### config.mk
export PLATFORM = sky130hd
export DESIGN_NAME = mcpu_ctrl
export DESIGN_NICKNAME = d
export VERILOG_FILES = /design/src/rtl/mcpu_ctrl.sv
export SDC_FILE = /design/constraint.sdc
export NUM_CORES = 1
export LEC_CHECK = 0
export CAP_MARGIN = 0
export CELL_PAD_IN_SITES_DETAIL_PLACEMENT = 2
export CELL_PAD_IN_SITES_GLOBAL_PLACEMENT = 2
export CORE_MARGIN = 1
export CORE_UTILIZATION = 23
export CTS_BUF_LIST = sky130_fd_sc_hd__clkbuf_16
export DETAILED_ROUTE_END_ITERATION = 8
export PLACE_DENSITY = 0.91
export SLEW_MARGIN = 20
export SYNTH_ARGS = -nofsm -noshare
export SYNTH_HDL_FRONTEND = slang
export SYNTH_SLANG_ARGS = --single-unit
### constraint.sdc
create_clock -name clk -period 6.1 [get_ports clk]
set_input_delay 1.83 -clock clk [delete_from_list [all_inputs] [get_ports clk]]
set_output_delay 1.83 -clock clk [all_outputs]
set_load 0.01 [all_outputs]
### src/rtl/mcpu_ctrl.sv
`default_nettype none
// ============================================================================
//  Module      : mcpu_ctrl
//  Description : Multi-cycle control FSM for the RV32I-subset CPU. Sequences
//                the shared ALU, memory port, PC, IR and register file.
//  Revision    : 1.0 - initial release
// ============================================================================
module mcpu_ctrl (
    input  logic       clk,
    input  logic       rst_n,
    input  logic [4:0] OPcode,
    input  logic [2:0] Fun3,
    input  logic       Fun7,
    input  logic       zero,
    input  logic       MIO_ready,
    output logic       MemReq,
    output logic       MemRW,
    output logic       IorD,
    output logic       IRWrite,
    output logic       PCWrite,
    output logic [1:0] PCSource,
    output logic       RegWrite,
    output logic [1:0] MemtoReg,
    output logic [1:0] ALUSrcA,
    output logic [1:0] ALUSrcB,
    output logic [3:0] ALU_Control,
    output logic [2:0] ImmSel,
    output logic       Branch,
    output logic       BranchN,
    output logic       illegal,
    output logic [3:0] state
);

    typedef enum logic [3:0] {
        S_FETCH    = 4'd0,
        S_DECODE   = 4'd1,
        S_EXE_R    = 4'd2,
        S_EXE_I    = 4'd3,
        S_ALU_WB   = 4'd4,
        S_MEM_ADDR = 4'd5,
        S_MEM_RD   = 4'd6,
        S_LD_WB    = 4'd7,
        S_MEM_WR   = 4'd8,
        S_BRANCH   = 4'd9,
        S_JAL      = 4'd10,
        S_JALR     = 4'd11,
        S_LUI      = 4'd12,
        S_ILLEGAL  = 4'd15
    } state_t;

    localparam logic [3:0] c_ALU_AND  = 4'b0000;
    localparam logic [3:0] c_ALU_OR   = 4'b0001;
    localparam logic [3:0] c_ALU_ADD  = 4'b0010;
    localparam logic [3:0] c_ALU_SUB  = 4'b0110;
    localparam logic [3:0] c_ALU_SLT  = 4'b0111;
    localparam logic [3:0] c_ALU_SLTU = 4'b1001;
    localparam logic [3:0] c_ALU_XOR  = 4'b1100;
    localparam logic [3:0] c_ALU_SRL  = 4'b1101;
    localparam logic [3:0] c_ALU_SLL  = 4'b1110;
    localparam logic [3:0] c_ALU_SRA  = 4'b1111;

    localparam logic [2:0] c_IMM_U = 3'b000;
    localparam logic [2:0] c_IMM_I = 3'b001;
    localparam logic [2:0] c_IMM_S = 3'b010;
    localparam logic [2:0] c_IMM_B = 3'b011;
    localparam logic [2:0] c_IMM_J = 3'b100;

    localparam logic [4:0] c_OP_R      = 5'b01100;
    localparam logic [4:0] c_OP_I      = 5'b00100;
    localparam logic [4:0] c_OP_LOAD   = 5'b00000;
    localparam logic [4:0] c_OP_STORE  = 5'b01000;
    localparam logic [4:0] c_OP_BRANCH = 5'b11000;
    localparam logic [4:0] c_OP_JAL    = 5'b11011;
    localparam logic [4:0] c_OP_JALR   = 5'b11001;
    localparam logic [4:0] c_OP_LUI    = 5'b01101;

    state_t r_state;
    state_t w_next_state;

    always_ff @(posedge clk or negedge rst_n) begin
        if (!rst_n) begin
            r_state <= S_FETCH;
        end else begin
            r_state <= w_next_state;
        end
    end

    assign state = r_state;

    // Outputs are forced low while reset is held so writes stop without waiting for a clock.
    always_comb begin
        w_next_state = S_FETCH;
        MemReq       = 1'b0;
        MemRW        = 1'b0;
        IorD         = 1'b0;
        IRWrite      = 1'b0;
        PCWrite      = 1'b0;
        PCSource     = 2'b00;
        RegWrite     = 1'b0;
        MemtoReg     = 2'b00;
        ALUSrcA      = 2'b00;
        ALUSrcB      = 2'b00;
        ALU_Control  = 4'b0000;
        ImmSel       = 3'b000;
        Branch       = 1'b0;
        BranchN      = 1'b0;
        illegal      = 1'b0;

        if (rst_n) begin
            case (r_state)
                S_FETCH: begin
                    MemReq      = 1'b1;
                    ALUSrcB     = 2'b01;
                    ALU_Control = c_ALU_ADD;
                    IRWrite     = MIO_ready;
                    PCWrite     = MIO_ready;
                    w_next_state = MIO_ready ? S_DECODE : S_FETCH;
                end

                S_DECODE: begin
                    ALUSrcA     = 2'b10;
                    ALUSrcB     = 2'b10;
                    ALU_Control = c_ALU_ADD;
                    ImmSel      = (OPcode == c_OP_BRANCH) ? c_IMM_B : c_IMM_J;
                    case (OPcode)
                        c_OP_R:      w_next_state = S_EXE_R;
                        c_OP_I:      w_next_state = S_EXE_I;
                        c_OP_LOAD:   w_next_state = S_MEM_ADDR;
                        c_OP_STORE:  w_next_state = S_MEM_ADDR;
                        c_OP_BRANCH: w_next_state = S_BRANCH;
                        c_OP_JAL:    w_next_state = S_JAL;
                        c_OP_JALR:   w_next_state = S_JALR;
                        c_OP_LUI:    w_next_state = S_LUI;
                        default:     w_next_state = S_ILLEGAL;
                    endcase
                end

                S_EXE_R: begin
                    ALUSrcA      = 2'b01;
                    ALUSrcB      = 2'b00;
                    w_next_state = S_ALU_WB;
                    case ({Fun3, Fun7})
                        4'b0000: ALU_Control = c_ALU_ADD;
                        4'b0001: ALU_Control = c_ALU_SUB;
                        4'b0010: ALU_Control = c_ALU_SLL;
                        4'b0100: ALU_Control = c_ALU_SLT;
                        4'b0110: ALU_Control = c_ALU_SLTU;
                        4'b1000: ALU_Control = c_ALU_XOR;
                        4'b1010: ALU_Control = c_ALU_SRL;
                        4'b1011: ALU_Control = c_ALU_SRA;
                        4'b1100: ALU_Control = c_ALU_OR;
                        4'b1110: ALU_Control = c_ALU_AND;
                        default: w_next_state = S_ILLEGAL;
                    endcase
                end

                S_EXE_I: begin
                    ALUSrcA      = 2'b01;
                    ALUSrcB      = 2'b10;
                    ImmSel       = c_IMM_I;
                    w_next_state = S_ALU_WB;
                    case (Fun3)
                        3'b000: ALU_Control = c_ALU_ADD;
                        3'b001: begin
                            ALU_Control = c_ALU_SLL;
                            if (Fun7) begin
                                w_next_state = S_ILLEGAL;
                            end
                        end
                        3'b010: ALU_Control = c_ALU_SLT;
                        3'b011: ALU_Control = c_ALU_SLTU;
                        3'b100: ALU_Control = c_ALU_XOR;
                        3'b101: ALU_Control = Fun7 ? c_ALU_SRA : c_ALU_SRL;
                        3'b110: ALU_Control = c_ALU_OR;
                        default: ALU_Control = c_ALU_AND;
                    endcase
                end

                S_ALU_WB: begin
                    RegWrite = 1'b1;
                    MemtoReg = 2'b00;
                end

                // Only loads and stores reach here; OPcode[3] separates them.
                S_MEM_ADDR: begin
                    ALUSrcA      = 2'b01;
                    ALUSrcB      = 2'b10;
                    ALU_Control  = c_ALU_ADD;
                    ImmSel       = OPcode[3] ? c_IMM_S : c_IMM_I;
                    w_next_state = OPcode[3] ? S_MEM_WR : S_MEM_RD;
                end

                S_MEM_RD: begin
                    MemReq       = 1'b1;
                    IorD         = 1'b1;
                    w_next_state = MIO_ready ? S_LD_WB : S_MEM_RD;
                end

                S_LD_WB: begin
                    RegWrite = 1'b1;
                    MemtoReg = 2'b01;
                end

                S_MEM_WR: begin
                    MemReq       = 1'b1;
                    MemRW        = 1'b1;
                    IorD         = 1'b1;
                    w_next_state = MIO_ready ? S_FETCH : S_MEM_WR;
                end

                S_BRANCH: begin
                    ALUSrcA     = 2'b01;
                    ALUSrcB     = 2'b00;
                    ALU_Control = c_ALU_SUB;
                    PCSource    = 2'b01;
                    case (Fun3)
                        3'b000: begin
                            Branch  = 1'b1;
                            PCWrite = zero;
                        end
                        3'b001: begin
                            BranchN = 1'b1;
                            PCWrite = ~zero;
                        end
                        default: w_next_state = S_ILLEGAL;
                    endcase
                end

                // Target was latched into ALUOut during DECODE.
                S_JAL: begin
                    RegWrite = 1'b1;
                    MemtoReg = 2'b10;
                    PCWrite  = 1'b1;
                    PCSource = 2'b01;
                end

                S_JALR: begin
                    ALUSrcA     = 2'b01;
                    ALUSrcB     = 2'b10;
                    ImmSel      = c_IMM_I;
                    ALU_Control = c_ALU_ADD;
                    PCSource    = 2'b00;
                    PCWrite     = 1'b1;
                    RegWrite    = 1'b1;
                    MemtoReg    = 2'b10;
                end

                S_LUI: begin
                    RegWrite = 1'b1;
                    MemtoReg = 2'b11;
                    ImmSel   = c_IMM_U;
                end

                S_ILLEGAL: begin
                    illegal = 1'b1;
                end

                default: w_next_state = S_FETCH;
            endcase
        end
    end

endmodule
`default_nettype wire

* After elaboration in Yosys (flattened, before gate mapping)
Memory sizes are Yosys's and may differ from the RTL's.
Cells that the tools add are included.
** Cells by class
- Reductions and logical operators :: 14
- Multiplexer cells :: 48
- $lt $le $gt $ge :: 0
- Divide/modulo/power cells :: 0
- Eq/ne operators :: 29
- Add/sub/neg operators :: 0
- Multipliers :: 0
- Shift-type cells :: 0
- Bitwise gates (word level) :: 1
** Operators with widths (number)
- $eq A4 B4 Y1 const B :: 11
- $pmux W4 S9 :: 1
- $mux W4 :: 8
- $pmux W4 S8 :: 1
- $pmux W4 S7 :: 1
- $eq A4 B3 Y1 const B :: 6
- $mux W1 :: 23
- $pmux W4 S4 :: 1
- $eq A4 B2 Y1 const B :: 3
- $mux W2 :: 5
- $reduce_or A10 Y1 :: 1
- $reduce_or A2 Y1 :: 5
- $reduce_or A5 Y1 :: 2
- $eq A3 B3 Y1 const B :: 3
- $pmux W3 S3 :: 1
- $eq A4 B1 Y1 const B :: 2
- $logic_not A4 Y1 :: 2
- $pmux W2 S2 :: 2
- $reduce_or A4 Y1 :: 2
- $eq A3 B2 Y1 const B :: 2
- $mux W3 :: 2
- $pmux W2 S3 :: 1
- $eq A5 B5 Y1 const B :: 1
- $eq A3 B1 Y1 const B :: 1
- 5 further kinds :: 5
** Storage, ports and cells
- Bits in read-only memories :: 128
- Bits in latches :: 0
- Bits of input ports :: 13
- Bits in registers :: 4
- Output and inout bits :: 28
- Logic and storage cells :: 94
- Memories kept :: 1
- Memory bits (writable) :: 0
** Memory list
- (name not given) :: words 32, bits a word 4, rd ports 1, clocked after memory_dff 0, write ports 0, RTL line 125 : case (OPcode)

* Logic depth before layout (Yosys ltp)
- Depth in word-level cells :: 5
- Depth in mapped cells :: 5
- Depth with buffers taken out :: 4

* Worst setup path after synthesis
OpenSTA, ideal clock, no wires.
- Kind :: in2out
- From :: in Fun3[1]
- To :: out ALU_Control[1]
- Cell stages on the path :: 5
- Arrival time :: 2.795 ns
- Data required time :: 4.270 ns
- Setup slack :: 1.475 ns
- Path buffers :: 1
- Cell sequence :: buf_2 nand2b_1 o221a_1 nor4_1 o311a_1
** Between the ends
- Cells in the longest elaborated chain, start to end :: 4
- Elaborated cells between the ends (all ways) :: 20
- Those cells by class :: eq/ne (14); mux (4); reduce/logical (2)
** Ends and longest elaborated chain
- start: declaration :: RTL line 12 : input logic [2:0] Fun3,
- $eq A4 B4 Y1 (tied with other cells) :: RTL line 142 : case ({Fun3, Fun7})
- $pmux W4 S9 / $pmux W4 S7 (equally long branches) :: RTL line 142, 162
- $pmux W4 S4 (*) :: RTL line 110 : case (r_state)
- $mux W4 (*) :: RTL line 109 : if (rst_n) begin
- end: declaration :: RTL line 26 : output logic [3:0] ALU_Control,
Every way passes the cells marked *; elsewhere a longest branch is shown, timed or not.

* Worst setup path in the final report
- From :: in Fun3[2]
- To :: out ALU_Control[1]
The elaborated chain is that of the path after synthesis.

==> results.cfg <==
[status]
status = finished clean

[synth]
yosys_warnings = 0
synth_seq_cells = 4
synth_nets = 158
syn_area_per_cell_um2 = 6.610
syn_area_um2 = 958.4
async_reset_ff_share_pct = 100.0
synthCells = 145
synth_edf_count = 0
synth_cell_types = 48
synth_top_flop_cell = dfrtp_1
synth_seq_area_share_pct = 10.44

[final_layout]
area_growth_pct = 49.09
fin_util_pct = 35.72
regArea_um2 = 100.1
multi_input_area_um2 = 767.0
layout-drive-gt1-share_pct = 6.857
n_fill_cell = 463
antennaDiodeCount = 0
largest_reg_flops = 4
final_nets = 190

[grt]
first_global_vias = 1256
grt_max_degree = 24
grt_overflow_total = 0
grt_use_total_pct = 18.74
grt_pass1_wl_um = 6403
antenna_found_initial = 0

[floorplanning]
die_h_um = 66.55
ios = 41
initial_utilization_pct = 23.96
core_area_um2 = 4000
die_x_um = 66.55
num_rows = 23
die_area_um2 = 4429

[sta]
finClkSkew_ns = 0.0001967
slew_violations = 0
fin_crit_ns = 5.820
max_freq_ghz = 0.1718
period_share_pct = 95.41
setup_violations = 0
rsz0062_at_grt = false
worst_slew_pin_slew_ns = 0.7399
setup_tns_ns = 0
hold_viol = 0
slew-limit-headroom_pct = 50.67

[cts]
cts_post_setup_buffers_inserted = 0
cts_buffer_depth = 2
cts-root-buf = clkbuf_16
hold_buffers = 0
ctsHtreeMaxLevel = 1
cts_sinks = 4
cts_tree = yes
numCtsBuffers = 3
path_clk_slew_ns = 0.03
ctsResizeCount = 0
clk_latency_ns = 0.23

[routing]
wl_per_cell_um = 17.13
first_pass_iters = 4
wl_um = 3854
via_per_inst = 5.436
via_count = 1223
ant_nets = 0
drc_errors = 0
drt_iter0_markers = 22

[critical_path]
end_kind = output pin
cp_slowest_stage_delay_ns = 0.69
path_common_cell = clkdlybuf4s50_1
crit_type = input port to output pin
ff2ff_path_depth = 4
required_ns = 4.27
cp_num_cells = 6
crit_path_start_kind = input port
path_delay_family = buffers and inverters
critPathSlowestCell = clkdlybuf4s50_1
worstPathMaxFanout = 10
critical_path_buf_inv_count = 2
crit_arrival_ns = 3.99
worstPathCellList = clkdlybuf4s50_1 -> nand2b_1 -> o221a_1 -> nor4_1 -> o311a_1 -> clkdlybuf4s50_1

[worst_hold_path]
min_path_type = flop to flop
hold_path_depth = 2

[run]
drv_cap = 0

[placed_design]
io_buffer_count = 39
place_congestion = 0.8600
dp_hpwl_um = 2906

[pwr]
peakVddDrop_uv = 110.9
powerDensity_nw_per_um2 = 392.4
power_leakage_nw = 0.4988
==> metrics by stage <==
step	std cells	power (mW)	hold WS, ns	instance area (um2)	setup slack, ns
final	225	0.5606	1.134	1429	0.2798
after global routing	225	0.6033	1.187	1429	0.1948
after CTS	225	0.5613	1.126	1429	0.3029
after detailed placement	222	0.4560	1.121	1354	0.3089
after global placement	222	0.4401	1.072	1354	0.4460
after floorplan	145	0.3102	0.6673	958.4	1.475
==> placed cells by master (no fill, tap or decap), types with 2 or more instances in the layout <==
cell type / instances
a22oi_1: 3
inv_1: 3
nand2_1: 15
nor4_1: 2
a32o_1: 3
clkdlybuf4s50_1: 39
mux2i_1: 2
nand3_1: 4
o221ai_1: 2
nor2b_1: 8
nor2_1: 14
and2_1: 6
clkbuf_16: 3
or2_2: 2
a21oi_1: 11
nand3b_1: 3
buf_4: 3
nand2b_1: 7
o21ai_0: 7
nor3_1: 5
and3_1: 2
dfrtp_1: 4
a31oi_1: 3
==> tightest hold or removal path, stage by stage, from the launching register on <==
cell and delay, ns:
dfrtp_1 0.81, a311o_1 0.20, a21oi_1 0.07
==> area by class of cell <==
type,count,area share [%]
flip-flops and latches,4,7.005
repair buffers,42,28.90
multi-input cells,123,53.68
clock buffers,3,5.254
inverters,3,0.7881
well taps,50,4.378
==> synthesized netlist by cell type (all sizes together), types with 2 or more instances <==
cell	number	area [um2]
a211oi	2	20.02
nor2b	8	50.05
dfrtp	4	100.1
a31oi	3	18.77
a21oi	11	55.05
nand3	4	20.02
o21ai	7	35.03
nand2	15	56.30
nor3	5	25.02
nand3b	3	22.52
nand2b	7	43.79
a32o	3	30.03
and3	2	12.51
mux2i	2	20.02
or2	2	12.51
o221ai	2	17.52
buf	12	67.56
clkbuf	3	12.51
nor4	2	12.51
a22oi	3	22.52
and2	6	37.54
inv	3	11.26
nor2	14	52.55
==> layer usage <==
layer | part of all wire [%] | global-route usage [%] | up-vias
met2 | 49 | 31.19 | 29
li1 | - | - | 593
met5 | 0 | 0 | -
met4 | 0.44 | 3.989 | 0
met1 | 47 | 25.33 | 599
met3 | 4.0 | 2.568 | 2
==> path summary, 6_finish.rpt <==
check / start / endpoint / slack [ns]
max: Fun3[2] / ALU_Control[1] / 0.28
min: state[3] / state[0] / 1.13
max reg2reg: state[0] / state[2] / 4.06
min reg2reg: state[3] / state[0] / 1.13
max in group asynchronous: rst_n / state[1] / 3.97
min in group asynchronous: rst_n / state[2] / 1.97
==> power by group <==
part	switching, mW	internal [mW]
logic	0.172	0.180
clock network	0.0195	0.0838
registers	0.0685	0.0367
total	0.260	0.300
==> cells by family (layout without fill, tap and decap cells) <==
logic type               count (synthesis)  after routing  synth area share, %
AO/OA/AOI/OAI                           45             45                34.21
XOR/XNOR                                 1              1               0.9140
adder cells (fa/ha/maj)                  1              1                1.175
buffers and inverters                   18             48                9.529
flip-flops                               4              4                10.44
multiplexers                             2              2                2.089
other                                    1              1               0.3913
AND/OR/NAND/NOR                         73             73                41.25
No activity file was read; power rests on OpenSTA's default activity.
